<file path="src/rtl/enigma_core.sv">
// Enigma I cipher core: rotors I-V, reflector UKW-B, rings at A, no plugboard.
// One letter per ten cycles, sequenced through a ten-state FSM.
module enigma_core (
  input  logic        clk_in,
  input  logic        rst_in,
  input  logic        rotor_valid_in,
  input  logic [8:0]  rotor_select_in,
  input  logic [14:0] rotor_initial_in,
  input  logic        letter_valid_in,
  input  logic [4:0]  char_in,
  output logic [4:0]  char_out,
  output logic        char_valid_out,
  output logic        busy_out,
  output logic [14:0] pos_out,
  output logic        err_out
);
  localparam int unsigned SEL_W = 9;
  localparam int unsigned POS_W = 15;
  localparam int unsigned LET_W = 5;
  localparam int unsigned TBL_W = 26 * 8;

  localparam logic [SEL_W-1:0] SEL_RESET = 9'h00A;

  localparam logic [TBL_W-1:0] WIRE_I    = "EKMFLGDQVZNTOWYHXUSPAIBRCJ";
  localparam logic [TBL_W-1:0] WIRE_II   = "AJDKSIRUXBLHWTMCQGZNPYFVOE";
  localparam logic [TBL_W-1:0] WIRE_III  = "BDFHJLCPRTXVZNYEIWGAKMQSUO";
  localparam logic [TBL_W-1:0] WIRE_IV   = "ESOVPZJAYQUIRHXLNFTGKDCMWB";
  localparam logic [TBL_W-1:0] WIRE_V    = "VZBRGITYUPSDNHLXAWMJQOFECK";
  localparam logic [TBL_W-1:0] WIRE_UKWB = "YRUHQSLDPXNGOKMIEBFZCWVJAT";

  typedef enum logic [3:0] {
    IDLE, STEP, F_R, F_M, F_L, REFL, B_L, B_M, B_R, OUT
  } state_t;

  // Letter at position idx of an ASCII wiring string (first character is A).
  function automatic logic [LET_W-1:0] table_at(input logic [TBL_W-1:0] tbl,
                                                 input logic [LET_W-1:0] idx);
    logic [7:0] ofs;
    logic [7:0] ch;
    ofs = 8'(8 * (25 - int'(idx)));
    ch  = tbl[ofs +: 8];
    return 5'(ch - 8'd65);
  endfunction

  function automatic logic [TBL_W-1:0] rotor_table(input logic [2:0] r);
    case (r)
      3'd0:    return WIRE_I;
      3'd1:    return WIRE_II;
      3'd2:    return WIRE_III;
      3'd3:    return WIRE_IV;
      default: return WIRE_V;
    endcase
  endfunction

  function automatic logic [LET_W-1:0] notch(input logic [2:0] r);
    case (r)
      3'd0:    return 5'd16;
      3'd1:    return 5'd4;
      3'd2:    return 5'd21;
      3'd3:    return 5'd9;
      default: return 5'd25;
    endcase
  endfunction

  function automatic logic [LET_W-1:0] mod26(input logic [5:0] x);
    return (x >= 6'd26) ? 5'(x - 6'd26) : x[4:0];
  endfunction

  function automatic logic [LET_W-1:0] inc26(input logic [LET_W-1:0] x);
    return (x == 5'd25) ? 5'd0 : x + 5'd1;
  endfunction

  function automatic logic cfg_ok(input logic [SEL_W-1:0] s, input logic [POS_W-1:0] p);
    return (s[8:6] <= 3'd4) && (s[5:3] <= 3'd4) && (s[2:0] <= 3'd4) &&
           (p[14:10] <= 5'd25) && (p[9:5] <= 5'd25) && (p[4:0] <= 5'd25);
  endfunction

  state_t           state, state_nxt;
  logic [SEL_W-1:0] sel, pend_sel, cfg_sel;
  logic [POS_W-1:0] pend_pos, cfg_pos, pos_step;
  logic [LET_W-1:0] sig, sub_out, shifted, looked, rot_pos;
  logic [2:0]       rot_sel;
  logic [TBL_W-1:0] tbl;
  logic             pend_valid, backward, sig_load;
  logic             accept, capture, cfg_apply, cfg_good, letter_err, err_nxt;
  logic             r_at, m_at;

  // Rotor stepping from pre-step positions, including the middle-rotor double step.
  always_comb begin
    r_at     = (pos_out[4:0] == notch(sel[2:0]));
    m_at     = (pos_out[9:5] == notch(sel[5:3]));
    pos_step = {m_at ? inc26(pos_out[14:10]) : pos_out[14:10],
                (r_at || m_at) ? inc26(pos_out[9:5]) : pos_out[9:5],
                inc26(pos_out[4:0])};
  end

  // Shared substitution unit: one rotor pass (either direction) or the reflector.
  always_comb begin
    rot_sel  = sel[2:0];
    rot_pos  = pos_out[4:0];
    backward = 1'b0;
    sig_load = 1'b0;
    case (state)
      F_R:  sig_load = 1'b1;
      F_M:  begin rot_sel = sel[5:3]; rot_pos = pos_out[9:5];   sig_load = 1'b1; end
      F_L:  begin rot_sel = sel[8:6]; rot_pos = pos_out[14:10]; sig_load = 1'b1; end
      REFL: sig_load = 1'b1;
      B_L:  begin rot_sel = sel[8:6]; rot_pos = pos_out[14:10]; backward = 1'b1; sig_load = 1'b1; end
      B_M:  begin rot_sel = sel[5:3]; rot_pos = pos_out[9:5];   backward = 1'b1; sig_load = 1'b1; end
      B_R:  backward = 1'b1;
      default: ;
    endcase
    tbl     = rotor_table(rot_sel);
    shifted = mod26({1'b0, sig} + {1'b0, rot_pos});
    looked  = table_at(tbl, shifted);
    if (backward) begin
      looked = '0;
      for (int j = 0; j < 26; j++) begin
        if (table_at(tbl, 5'(j)) == shifted) looked = 5'(j);
      end
    end
    sub_out = mod26({1'b0, looked} + 6'd26 - {1'b0, rot_pos});
    if (state == REFL) sub_out = table_at(WIRE_UKWB, sig);
  end

  // Next state, request acceptance and error detection.
  always_comb begin
    state_nxt  = state;
    accept     = 1'b0;
    capture    = 1'b0;
    cfg_apply  = 1'b0;
    cfg_sel    = rotor_select_in;
    cfg_pos    = rotor_initial_in;
    letter_err = 1'b0;
    case (state)
      IDLE: begin
        cfg_apply = rotor_valid_in;
        if (letter_valid_in) begin
          if (char_in > 5'd25) begin
            letter_err = 1'b1;
          end else begin
            accept    = 1'b1;
            state_nxt = STEP;
          end
        end
      end
      STEP: begin state_nxt = F_R;  capture = rotor_valid_in; letter_err = letter_valid_in; end
      F_R:  begin state_nxt = F_M;  capture = rotor_valid_in; letter_err = letter_valid_in; end
      F_M:  begin state_nxt = F_L;  capture = rotor_valid_in; letter_err = letter_valid_in; end
      F_L:  begin state_nxt = REFL; capture = rotor_valid_in; letter_err = letter_valid_in; end
      REFL: begin state_nxt = B_L;  capture = rotor_valid_in; letter_err = letter_valid_in; end
      B_L:  begin state_nxt = B_M;  capture = rotor_valid_in; letter_err = letter_valid_in; end
      B_M:  begin state_nxt = B_R;  capture = rotor_valid_in; letter_err = letter_valid_in; end
      B_R:  begin state_nxt = OUT;  capture = rotor_valid_in; letter_err = letter_valid_in; end
      OUT: begin
        state_nxt  = IDLE;
        letter_err = letter_valid_in;
        // A request arriving in OUT is newer than any pending one.
        if (rotor_valid_in) begin
          cfg_apply = 1'b1;
        end else if (pend_valid) begin
          cfg_apply = 1'b1;
          cfg_sel   = pend_sel;
          cfg_pos   = pend_pos;
        end
      end
      default: state_nxt = IDLE;
    endcase
    cfg_good = cfg_ok(cfg_sel, cfg_pos);
    err_nxt  = letter_err | (cfg_apply & ~cfg_good);
  end

  always_ff @(posedge clk_in or negedge rst_in) begin
    if (!rst_in) state <= IDLE;
    else         state <= state_nxt;
  end

  always_ff @(posedge clk_in or negedge rst_in) begin
    if (!rst_in) begin
      sel            <= SEL_RESET;
      pos_out        <= '0;
      pend_valid     <= 1'b0;
      pend_sel       <= SEL_RESET;
      pend_pos       <= '0;
      sig            <= '0;
      char_out       <= '0;
      char_valid_out <= 1'b0;
      busy_out       <= 1'b0;
      err_out        <= 1'b0;
    end else begin
      err_out        <= err_nxt;
      busy_out       <= (state_nxt != IDLE);
      char_valid_out <= (state == B_R);
      if (state == B_R) char_out <= sub_out;

      if (accept)        sig <= char_in;
      else if (sig_load) sig <= sub_out;

      if (cfg_apply && cfg_good) begin
        sel     <= cfg_sel;
        pos_out <= cfg_pos;
      end else if (state == STEP) begin
        pos_out <= pos_step;
      end

      if (capture) begin
        pend_valid <= 1'b1;
        pend_sel   <= rotor_select_in;
        pend_pos   <= rotor_initial_in;
      end else if (state == OUT) begin
        pend_valid <= 1'b0;
      end
    end
  end
endmodule

</file>
<file path="config.mk">
export PLATFORM = sky130hd
export DESIGN_NAME = enigma_core
export DESIGN_NICKNAME = d
export VERILOG_FILES = /design/src/rtl/enigma_core.sv
export SDC_FILE = /design/constraint.sdc
export NUM_CORES = 1
export LEC_CHECK = 0
export ABC_AREA = 1
export CAP_MARGIN = 5
export CORE_MARGIN = 8
export CORE_UTILIZATION = 40
export DETAILED_ROUTE_END_ITERATION = 16
export GPL_TIMING_DRIVEN = 0
export PLACE_DENSITY = 0.62
export REMOVE_ABC_BUFFERS = 1
export SLEW_MARGIN = 30
export SYNTH_ARGS = -nofsm -noshare
export SYNTH_HDL_FRONTEND = slang
export SYNTH_SLANG_ARGS = --single-unit
export TNS_END_PERCENT = 50
</file>
<file path="constraint.sdc">
create_clock -name clk_in -period 6.45 [get_ports clk_in]
set_input_delay 0.9675 -clock clk_in [delete_from_list [all_inputs] [get_ports clk_in]]
set_output_delay 0.9675 -clock clk_in [all_outputs]
set_load 0.02 [all_outputs]
</file>
# Word level (Yosys, flattened, before mapping)
# Cells that the tools add are included.
dict set report op_classes {
  addsub 37
  magnitude_cmp 9
  n_eq_ne 48
  n_shift 2
  muxes 66
  bitwise_logic 3
  n_reduce_logical 25
}
# op n
set ops {}
lappend ops {{205-bit one-hot mux with 4 select lines} 1}
lappend ops {{208-bit by 9-bit variable part select with 5-bit output} 1}
lappend ops {{208-bit by 9-bit variable part select with 5-bit output, first input constant} 1}
lappend ops {{5-bit two-way mux} 35}
lappend ops {{5-bit equality test} 27}
lappend ops {{5-bit by 1-bit subtractor with 5-bit output, second input constant} 27}
lappend ops {{15-bit two-way mux} 5}
lappend ops {{5-bit one-hot mux with 4 select lines} 2}
lappend ops {{4-bit one-hot mux with 9 select lines} 1}
lappend ops {{9-bit two-way mux} 3}
lappend ops {{3-bit by 2-bit equality test with 1-bit output, second input constant} 6}
lappend ops {{4-bit by 3-bit equality test with 1-bit output, second input constant} 4}
lappend ops {{5-bit by 1-bit adder with 5-bit output, second input constant} 3}
lappend ops {{5-bit equality test, second input constant} 3}
lappend ops {{5-bit <= comparator, second input constant} 3}
lappend ops {{1-bit two-way mux} 13}
lappend ops {{6-bit by 5-bit greater-or-equal comparator with 1-bit output, second input constant} 2}
lappend ops {{5-bit one-hot mux with 2 select lines} 1}
lappend ops {{2-bit nonzero test} 5}
lappend ops {{5-bit subtractor, first input constant} 2}
lappend ops {{5-bit subtractor, second input constant} 2}
lappend ops {{3-bit by 1-bit equality test with 1-bit output, second input constant} 3}
lappend ops {{3-bit <= comparator, second input constant} 3}
lappend ops {{3-bit zero test} 3}
lappend ops {{23 further kinds} 34}
dict set report word_totals {
  register_bits 66
  in_bits 33
  wordCells 203
}

# Depth between registers and ports, before layout
dict set report depth {
  depth_word 40
  depth_mapped 67
  depth_no_buf 67
}

# Worst setup path before layout
# OpenSTA, ideal clock, no wires.
dict set report synth_path {
  path_kind {register -> register}
  start {reg state[0]}
  end {reg sig[4]}
  setup_time_ps 153
  arrival_time_ps 6958
  required_ps 6297
  slack_ps -661
  path_stages_with_launch 50
  path_buffers 3
  path_cell_list {dfrtp_1 -> inv_2 -> nand3_2 -> nand2_2 -> inv_1 -> nand2_1 -> o211ai_1 -> ha_1 -> inv_1 -> fa_1 -> inv_1 -> ha_1 -> inv_1 -> nor2_1 -> o211ai_2 -> nand2_1 -> nand2_1 -> nand2_1 -> [14 not listed] -> inv_1 -> ha_1 -> fa_1 -> nand2_1 -> nand2_1 -> a21oi_1 -> xnor2_1 -> inv_1 -> nand3_1 -> nand2_1 -> nor2_1 -> inv_1 -> o21ai_0 -> a21oi_1 -> o21ai_0 -> o21ai_0 -> inv_1 -> o221ai_1}
}
dict set report synth_via {
  elab_chain_cells 40
  elab_cells_between_ends 114
  cone_classes {add/sub (32); order compare (2); eq/ne (35); shift (1); mux (37); reduce/logical (7)}
}
# item line_no
set synth_rtl {}
lappend synth_rtl {{start: declaration} 78} ;# state_t state, state_nxt;
lappend synth_rtl {{start signal: assignment} 175} ;# else state <= state_nxt;
lappend synth_rtl {{4-bit by 3-bit equality test with 1-bit output / 4-bit by 2-bit equality test with 1-bit output (equally long branches)} 103} ;# case (state)
lappend synth_rtl {{2-bit OR reduction (no line)} --}
lappend synth_rtl {{5-bit one-hot mux with 2 select lines / 3-bit one-hot mux with 2 select lines (equally long branches)} 103}
lappend synth_rtl {{5-bit by 5-bit adder with 6-bit output, or another cell as far along} 114} ;# shifted = mod26({1'b0, sig} + {1'b0, rot_pos});
lappend synth_rtl {{5-bit subtractor, or another cell as far along} 66} ;# return (x >= 6'd26) ? 5'(x - 6'd26) : x[4:0];
lappend synth_rtl {{5-bit two-way mux / 5-bit by 1-bit subtractor with 5-bit output (equally long branches)} {66, 42}}
lappend synth_rtl {{5-bit equality test} 119} ;# if (table_at(tbl, 5'(j)) == shifted) looked = 5'(j);
lappend synth_rtl {{1-bit two-way mux} 119}
lappend synth_rtl {{5-bit two-way mux (24 in series)} 119}
lappend synth_rtl {{5-bit two-way mux} 116} ;# if (backward) begin
lappend synth_rtl {{5-bit by 5-bit adder with 6-bit output} 122} ;# sub_out = mod26({1'b0, looked} + 6'd26 - {1'b0, rot_pos});
lappend synth_rtl {{6-bit by 5-bit subtractor with 6-bit output} 122}
lappend synth_rtl {{5-bit subtractor / 6-bit by 5-bit greater-or-equal comparator with 1-bit output (equally long branches)} 66}
lappend synth_rtl {{5-bit two-way mux} 66}
lappend synth_rtl {{5-bit two-way mux} 123} ;# if (state == REFL) sub_out = table_at(WIRE_UKWB, sig);
lappend synth_rtl {{5-bit two-way mux} 197} ;# else if (sig_load) sig <= sub_out;
lappend synth_rtl {{5-bit two-way mux} 196} ;# if (accept) sig <= char_in;
lappend synth_rtl {{end signal: assignment} 196}
lappend synth_rtl {{end signal: assignment} 197}
lappend synth_rtl {{end: declaration} 81} ;# logic [LET_W-1:0] sig, sub_out, shifted, looked, rot_pos;
# Several ways; a longest one is shown, not always the timed one. The select of a mux whose other input is x is not followed.
# A chain may end at the register's enable or synchronous reset.

# Final worst setup path
dict set report layout_path {
  start {reg state[3]}
  end {reg sig[4]}
}
# The elaborated chain is that of the path after synthesis.

==> metrics.yaml <==
synthesis:
  yosysMostFrequentCell: "nand2_1"
  synth.avg_cell_area_um2: 6.570
  async_reset_ff_frac: 1.000
  synthTopCellsByArea: "dfrtp_1 (18%), nand2_1 (13%), ha_1 (10%), xor2_1 (8.3%), o21ai_0 (7.5%)"
  syn_inst: 1318
  synth_edf_count: 0
  yosysWarnings: 0
  yosys-top-cells-count: "nand2_1 (310), inv_1 (160), o21ai_0 (130), nor2_1 (102), nand3_1 (87)"
  synth_top_area_cell: "dfrtp_1"
  synth_top_area_share: 0.1792
  synth_flop_cell: "dfrtp_1"
  ys_ff_latch: 66
  synth.distinct_cells: 60
  syn_area_mm2: 0.008660
  yosysSeqAreaShare: 0.1913
setup_path:
  cp.required_ns: 6.63
  timing.rr.start: "state[3]"
  crit_path_end_kind: "flip-flop"
  rrSetupSlack_ns: -0.69
  critPathMaxStageDelay_ns: 0.46
  slowest_stage: "fa_2"
  r2r_cells: 47
  critPathKind: "reg2reg"
  critPathArrivalTime_ns: 7.32
  startpoint: "state[3]"
  r2r_end: "sig[4]"
  startpoint_type: "flip-flop"
  crit_path_max_fanout: 6
worst_hold_path:
  min_path_type: "reg2reg"
  min_delay_path_depth: 2
  hold_path_end: "pend_pos[14]"
  min_from: "pend_pos[14]"
drt:
  drt_iter0_markers: 959
  vias: 10050
  drt-total-wl_um: 33130
  dr.pass1.iters: 6
  ant_nets: 0
  vias_per_cell: 5.743
  wl_per_cell_um: 18.93
  drc: 0
finish:
  n_antenna_cell: 0
  fill_cells: 2003
  finalNetCount: 1571
  drive_above_1_share: 0.2177
  fin_util: 0.5321
  syn_to_final_growth_pct: 32.44
timing:
  final_hold_viol_count: 0
  max_freq_mhz: 140.1
  post-route-period-util: 1.107
  tns_ns: -5.051
  clock_skew_ns: 0.007643
  worst_slew_pin_slew_ns: 0.9346
  final_max_slew_viol_count: 0
  setup_violations: 8
  fin_ws_ns: -0.6878
  relSlewSlack: 0.3703
  fin_crit_ns: 7.138
  rsz0062_at_grt: "yes"
floorplanning:
  dieWidth_um: 163.1
  io_pins: 56
  die-area_mm2: 0.02661
  start_util: 0.4018
  rows: 54
  fp.dieH_um: 163.1
  core_mm2: 0.02155
global_routing:
  overflow: 0
  grt_pass1_wl_um: 51870
  grt_max_degree: 46
  antenna_found_initial: 0
  grt_pass1_vias: 9683
  grtUsageTotal: 0.2448
run_status:
  status: "finished with violations"
  violations: "setup timing"
clocking:
  clk_pin_slew_ns: 0.06
  clock_sinks: 66
  cts_tree: "done"
  cts_hold_buf: 0
  clock_latency_ns: 0.33
  numCtsBuffers: 9
  htree_levels: 3
  cts_buffer_depth: 2
  clock-root-buffer: "clkbuf_16"
place:
  dp_hpwl_um: 20830
  gp_congestion: 0.9594
  port_buffers: 55
job:
  maxCapViolations: 0
cell families after synthesis:
kind of cell               count (synthesis)  share of synthesized area
and+or+nand+nor                          586                     0.3083
AOI/OAI and AO/OA                        271                     0.1868
muxes                                      6                   0.007513
adders and majority gates                 72                     0.1058
xor gates and xnor gates                  96                    0.09796
DFF                                       66                     0.1913
buffers and inverters                    221                     0.1023
cells in the final DEF (no fill, tap or decap), drive strengths merged, types with 4 or more instances in the layout:
| cell type | synthesis | layout |
|---|---|---|
| dfstp | 4 | 4 |
| o311ai | 6 | 6 |
| nand2 | 332 | 340 |
| mux2 | 4 | 4 |
| clkdlybuf4s50 | 0 | 54 |
| o221ai | 12 | 12 |
| clkinvlp | 0 | 11 |
| o22ai | 4 | 4 |
| ha | 70 | 70 |
| o21ai | 137 | 137 |
| nor2 | 119 | 119 |
| a31oi | 12 | 12 |
| clkbuf | 22 | 13 |
| nor3 | 14 | 14 |
| a2111oi | 4 | 4 |
| or2 | 4 | 4 |
| nand3 | 93 | 93 |
| a211oi | 9 | 9 |
| xor2 | 83 | 83 |
| o2111ai | 4 | 4 |
| o211ai | 18 | 18 |
| buf | 23 | 117 |
| dfrtp | 62 | 62 |
| xnor2 | 13 | 13 |
| nand4 | 18 | 18 |
| inv | 174 | 167 |
| a21oi | 47 | 47 |
| a221oi | 6 | 6 |
how the worst max path moves through the flow:
stage / end / slack, ns / depth (start not counted)
2_1_floorplan: sig[4] / -0.83 / 45
3_3_place_gp: sig[3] / -3.17 / 35
3_5_place_dp: sig[3] / -2.55 / 40
4_1_cts: sig[4] / -0.46 / 62
5_1_grt: sig[4] / -1.02 / 64
6_report: sig[4] / -0.69 / 47
registers in the layout (all words and copies together) (netlist names):
register        cells
pos_out            15
char_valid_out      1
char_out            5
state               4
sig                 5
pend_valid          1
pend_pos           15
sel                 9
busy_out            1
pend_sel            9
err_out             1
repair_timing:
action                                  4_1_cts  5_1_grt
endpoints found under the setup margin       10        8
gates cloned                                 11        0
buffers inserted                             88       26
pin swaps                                    65       48
gates resized for setup                     136       40
worst max-delay path: cells and delay by family (launching register included):
kind,cells,cell delay [ns]
buf+inv,13,1.43
xor+xnor,2,0.32
compound gates,11,1.23
simple gates,14,1.44
fa+ha+maj,7,2.15
flops,1,0.41
layout make-up:
type	instances	area (um^2)	area share
well taps	280	350.3	0.03055
repair buffers	171	1528	0.1332
repair inverters	3	20.02	0.001746
flip-flops and latches	66	1660	0.1448
clock buffers	13	260.3	0.02269
clock inverters	2	37.54	0.003273
inverters	176	701.9	0.06120
multi-input cells	1039	6910	0.6026
stage by stage:
stage | cell area [um^2] | instances | worst slack, ns | hold WS [ns]
finish | 11470 | 1750 | -0.6878 | 0.4791
global placement | 9343 | 1608 | -3.171 | 0.4609
global route | 11470 | 1750 | -1.017 | 0.5015
floorplan | 8442 | 1273 | -0.8293 | 0.4479
CTS | 11090 | 1724 | -0.4556 | 0.4824
detailed placement | 9415 | 1610 | -2.552 | 0.4686
routing by layer:
| layer | share of wire | GRT usage | up-vias |
|---|---|---|---|
| li1 | - | - | 4712 |
| met1 | 0.39 | 0.3009 | 4596 |
| met2 | 0.45 | 0.3966 | 587 |
| met3 | 0.10 | 0.05141 | 155 |
| met4 | 0.057 | 0.1297 | 0 |
| met5 | 0 | 0 | - |
Power is not shown: default switching activity piles up to over one toggle a cycle in this logic, so the estimate is an artifact.
